**src/rtl/rgb_pwm_capture_pkg.sv**
```systemverilog
// Shared types and default constants for the RGB PWM duty-capture block.
package rgb_pwm_capture_pkg;

  typedef enum logic {
    IDLE    = 1'b0,
    MEASURE = 1'b1
  } cap_state_e;

  localparam int unsigned R_DEFAULT           = 8;
  localparam int unsigned TIMER_BITS_DEFAULT  = 8;
  localparam int unsigned FINAL_VALUE_DEFAULT = 195;

endpackage

```
**src/rtl/pwm_capture_ch.sv**
```systemverilog
// One PWM capture channel: synchronizer, tick-sampled edge detector, and
// high-time measurement FSM with timeout reporting for a stuck input.
module pwm_capture_ch
  import rgb_pwm_capture_pkg::*;
#(
  parameter int unsigned R = R_DEFAULT
) (
  input  logic       clk,
  input  logic       reset,
  input  logic       tick,
  input  logic       pwm_in,
  output logic [R:0] duty,
  output logic       valid
);

  localparam int unsigned   CW          = R + 2;
  localparam logic [CW-1:0] FULL_CNT    = CW'(1) << R;
  localparam logic [CW-1:0] TIMEOUT_CNT = FULL_CNT + CW'(2);

  logic [1:0]    sync_q, sync_d;
  logic          s_prev_q, s_prev_d;
  cap_state_e    state_q, state_d;
  logic [CW-1:0] period_q, period_d;
  logic [CW-1:0] high_q, high_d;
  logic [R:0]    duty_q, duty_d;
  logic          valid_q, valid_d;
  logic          s_now, rise;
  logic [CW-1:0] period_inc, high_inc;

  // s_now is the synchronized level as seen by the tick that samples it.
  assign s_now = sync_q[1];
  assign rise  = s_now & ~s_prev_q;

  always_comb begin
    sync_d     = {sync_q[0], pwm_in};
    s_prev_d   = s_prev_q;
    state_d    = state_q;
    period_d   = period_q;
    high_d     = high_q;
    duty_d     = duty_q;
    valid_d    = 1'b0;
    period_inc = period_q + CW'(1);
    high_inc   = (state_q == MEASURE && s_now && high_q < FULL_CNT) ? high_q + CW'(1) : high_q;
    if (tick) begin
      s_prev_d = s_now;
      // A rising edge outranks a timeout landing on the same tick.
      if (rise) begin
        if (state_q == MEASURE) begin
          duty_d  = high_q[R:0];
          valid_d = 1'b1;
        end
        state_d  = MEASURE;
        period_d = CW'(1);
        high_d   = CW'(1);
      end else if (period_inc == TIMEOUT_CNT) begin
        duty_d   = s_now ? FULL_CNT[R:0] : '0;
        valid_d  = 1'b1;
        period_d = '0;
        high_d   = '0;
        state_d  = IDLE;
      end else begin
        period_d = period_inc;
        high_d   = high_inc;
      end
    end
  end

  always_ff @(posedge clk) begin
    if (reset) begin
      sync_q   <= '0;
      s_prev_q <= 1'b0;
      state_q  <= IDLE;
      period_q <= '0;
      high_q   <= '0;
      duty_q   <= '0;
      valid_q  <= 1'b0;
    end else begin
      sync_q   <= sync_d;
      s_prev_q <= s_prev_d;
      state_q  <= state_d;
      period_q <= period_d;
      high_q   <= high_d;
      duty_q   <= duty_d;
      valid_q  <= valid_d;
    end
  end

  assign duty  = duty_q;
  assign valid = valid_q;

endmodule

```
**src/rtl/rgb_pwm_capture.sv**
```systemverilog
// Three-channel PWM duty capture sharing one tick prescaler.
module rgb_pwm_capture
  import rgb_pwm_capture_pkg::*;
#(
  parameter int unsigned R          = R_DEFAULT,
  parameter int unsigned TIMER_BITS = TIMER_BITS_DEFAULT
) (
  input  logic                  clk,
  input  logic                  reset,
  input  logic [TIMER_BITS-1:0] final_value,
  input  logic                  red_pwm,
  input  logic                  green_pwm,
  input  logic                  blue_pwm,
  output logic [R:0]            red_duty,
  output logic [R:0]            green_duty,
  output logic [R:0]            blue_duty,
  output logic                  red_valid,
  output logic                  green_valid,
  output logic                  blue_valid
);

  logic [TIMER_BITS-1:0] presc_q, presc_d;
  logic                  tick;

  // Equality compare: a lowered final_value just wraps through the full range once.
  assign tick = (presc_q == final_value);

  always_comb begin
    presc_d = tick ? '0 : presc_q + TIMER_BITS'(1);
  end

  always_ff @(posedge clk) begin
    if (reset) presc_q <= '0;
    else       presc_q <= presc_d;
  end

  pwm_capture_ch #(.R(R)) u_red (
    .clk    (clk),
    .reset  (reset),
    .tick   (tick),
    .pwm_in (red_pwm),
    .duty   (red_duty),
    .valid  (red_valid)
  );

  pwm_capture_ch #(.R(R)) u_green (
    .clk    (clk),
    .reset  (reset),
    .tick   (tick),
    .pwm_in (green_pwm),
    .duty   (green_duty),
    .valid  (green_valid)
  );

  pwm_capture_ch #(.R(R)) u_blue (
    .clk    (clk),
    .reset  (reset),
    .tick   (tick),
    .pwm_in (blue_pwm),
    .duty   (blue_duty),
    .valid  (blue_valid)
  );

endmodule

```
**config.mk**
```make
export PLATFORM = sky130hd
export DESIGN_NAME = rgb_pwm_capture
export DESIGN_NICKNAME = d
export VERILOG_FILES = /design/src/rtl/rgb_pwm_capture_pkg.sv /design/src/rtl/pwm_capture_ch.sv /design/src/rtl/rgb_pwm_capture.sv
export SDC_FILE = /design/constraint.sdc
export NUM_CORES = 1
export LEC_CHECK = 0
export ABC_AREA = 1
export BUFFER_PORTS_ARGS = -buffer_cell sky130_fd_sc_hd__buf_2
export CORE_UTILIZATION = 50
export DETAILED_ROUTE_END_ITERATION = 16
export PLACE_DENSITY = 0.67
export SLEW_MARGIN = 15
export SYNTH_ARGS = -nofsm -noshare
export SYNTH_HDL_FRONTEND = slang
export SYNTH_SLANG_ARGS = --single-unit
```
**constraint.sdc**
```tcl
create_clock -name clk -period 2.6 [get_ports clk]
set_input_delay 0.13 -clock clk [delete_from_list [all_inputs] [get_ports clk]]
set_output_delay 0.13 -clock clk [all_outputs]
set_load 0.1 [all_outputs]
```
==> results.cfg <==
[die]
start_util_pct = 51.8
die_h_um = 108
core-area_um2 = 10900
rows = 38
io_pins = 43
dieWidth_um = 108
dieArea_um2 = 11700

[power]
peakVddDrop_mv = 0.433
powerDensity_nw_per_um2 = 472
power_leakage_nw = 2.73

[synthesis]
synth_cells = 804
ys_seq_area_share_pct = 39.1
yosysWarnings = 0
syn_area_per_cell_um2 = 7.01
synthFlopType = dfxtp_1
synth_nets = 827
synthArstFlopShare_pct = 0
synthesis.area_um2 = 5640
synth-seq-cells = 110
yosysUniqueCellTypes = 39
synth-edff-count = 0

[critical_path]
r2r-start = u_red.period_q[0]
worst_ep_required_time_ns = 2.94
end_kind = flip-flop
setup.worst_path.start = u_red.period_q[0]
reg2reg_setup_slack_ns = 0.42
crit_type = flip-flop to flip-flop
arrival_ns = 2.52
reg2reg_depth = 13
r2r-end = u_red.duty[6]
cp_max_fo = 19
start_kind = flip-flop

[grt]
antenna_found_initial = 0
grt_pass1_vias = 4752
met2_usage_pct = 38.8
grtUsageTotal_pct = 22.3
gr-usage-met1_pct = 27.0
grt_first_pass_wirelength_um = 20900
top_usage_layer = met2
grt_max_degree = 36
use_met3_pct = 5.67
overflow = 0

[layout]
fillCellCount = 1052
stdcell_count = 991
syn_to_final_growth_pct = 9.99
layout-drive-gt1-share_pct = 13.2
diodes = 0
multi_input_area_um2 = 2860
regArea_um2 = 2200
mostFrequentLayoutCells = nand2_1 (202), dfxtp_1 (110), inv_1 (108)
nNetsFinal = 869
final_common_cell = nand2_1

[timing]
timing.fmax_mhz = 459
whs_ns = 0.239
fin_tns_setup_ns = 0
clock_skew_ns = 0.0127
worstMarginPinSlew_ns = 0.491
final-setup-viol-count = 0
maxSlewViolCount = 0
finalCriticalPeriod_ns = 2.18
hold_viol = 0
rsz0062_at_grt = no
relSlewSlack_pct = 67.1
fin_crit_sh_pct = 83.9

[cts]
cts_buffers = 9
postCtsHoldBufs = 3
h-tree-depth = 3
clock_latency_ns = 0.40
clk_pin_slew_worst_paths_ns = 0.11
cts_tree = yes
ctsResizeCount = 0
cts_setup_buffers = 0
clock_sink_count = 110
clk_path_buf_depth = 2
clockRootBuffer = clkbuf_8

[placement]
place_inst = 972
routabilityCongestion = 0.826
portBuffers = 42
dpl.hpwl_um = 8890

[worst_hold_path]
holdPathStages = 3
whs_endpoint = u_red.sync_q[1]
hp-class = input pin to flip-flop
min_from = reset

[job]
cap_violations = 0

[detailed_routing]
wl_um = 12300
ant_nets = 0
drt_pass1_iterations = 5
vias = 5119
wl_per_cell_um = 12.5
drc_errors = 0
drt_iter0_markers = 235
via_per_inst = 5.17

[outcome]
status = completed
==> state kept, by name, indices dropped and copies added (netlist names), 8 cells and up <==
signal,count
u_blue.high_q,10
u_blue.period_q,10
u_green.high_q,10
u_green.period_q,10
u_red.high_q,10
u_red.period_q,10
u_blue.duty,9
u_green.duty,9
u_red.duty,9
presc_q,8
==> logic make-up (layout without fill, tap and decap cells) <==
logic type      Yosys count  after routing  share of synthesized area (%)
buf+inv                 139            186                           10.1
flops                   110            110                           39.1
fa+ha+maj                10             10                           2.22
simple gates            414            414                           33.5
compound gates          103            103                           10.7
xor+xnor                 28             28                           4.35
==> through the flow <==
stage | util, % | instance area, µm² | power [mW] | setup WS [ns]
3_5_place_dp | 54.7 | 5960 | 1.84 | 0.429
6_report | 56.9 | 6200 | 2.92 | 0.419
4_1_cts | 56.9 | 6200 | 2.95 | 0.415
2_1_floorplan | - | 5640 | 1.80 | 0.783
3_3_place_gp | 54.7 | 5960 | 1.84 | 0.422
5_1_grt | 56.9 | 6200 | 3.03 | 0.152
==> cell type report <==
type	instances	area share, %
multi-input combinational	555	46.2
sequential	110	35.5
timing repair buffer	54	4.96
clock inverter	6	1.23
clock buffer	10	2.22
tap	140	2.83
inverter	116	7.04
==> synth_stat cells, types with 2 or more instances <==
library cell  count  area (µm²)
a21oi_1          46         230
inv_2             5        18.8
nor2_2            4        25.0
clkbuf_1         11        41.3
o32ai_1           3        26.3
xor2_1           23         201
a21oi_2           8        70.1
buf_6             5        56.3
nand3_1          51         255
o21ai_0          16        80.1
o31ai_1           2        15.0
nor2_4            4        45.0
nand3_4           3        52.6
clkinv_1          2        7.51
nor4_1            4        25.0
o2111ai_1         3        26.3
dfxtp_1         110        2200
nand2_1         202         758
nor2_1           98         368
xnor2_1           5        43.8
o22ai_1          22         138
nand3b_1          8        60.1
nand2_4           4        45.0
nand2_2           6        37.5
nand4_1          14        87.6
ha_1             10         125
inv_1           108         405
nor3_1            5        25.0
nand3_2           8        80.1
buf_2             5        25.0
==> worst max path at each step <==
stage                         end  slack, ns  cells after the start
2_1_floorplan      u_blue.duty[0]       0.78                     13
3_5_place_dp     u_blue.high_q[1]       0.43                      9
6_report            u_red.duty[6]       0.42                     13
5_1_grt          u_blue.high_q[1]       0.15                     10
3_3_place_gp   u_blue.period_q[6]       0.42                     10
4_1_cts          u_blue.high_q[1]       0.41                      9
==> metal layers <==
layer / part of all wire, % / vias up / routed length [µm]
li1: - / 2647 / -
met1: 46 / 2350 / 5740
met2: 48 / 105 / 5930
met3: 4.1 / 17 / 507
met4: 1.4 / 0 / 170
met5: 0 / - / 0
==> power by group <==
part           leakage [nW]  total (mW)  switching [mW]  internal, mW
clock network         0.103        1.12           0.634         0.488
logic                  1.74       0.103          0.0708        0.0322
registers             0.887        1.70         0.00619          1.69
==> worst max-delay path, stage by stage, from the launching register on <==
cell,delay (ns)
dfxtp_1,0.41
ha_1,0.18
nand2_1,0.12
inv_2,0.13
nand3_1,0.08
nand2_1,0.10
nand2_1,0.06
nor2_1,0.13
nand3_2,0.15
nand2_4,0.21
nand3_4,0.25
nand2_1,0.13
nand2_1,0.05
nor2_1,0.13
Note: power is estimated with default switching activity, not from simulation.
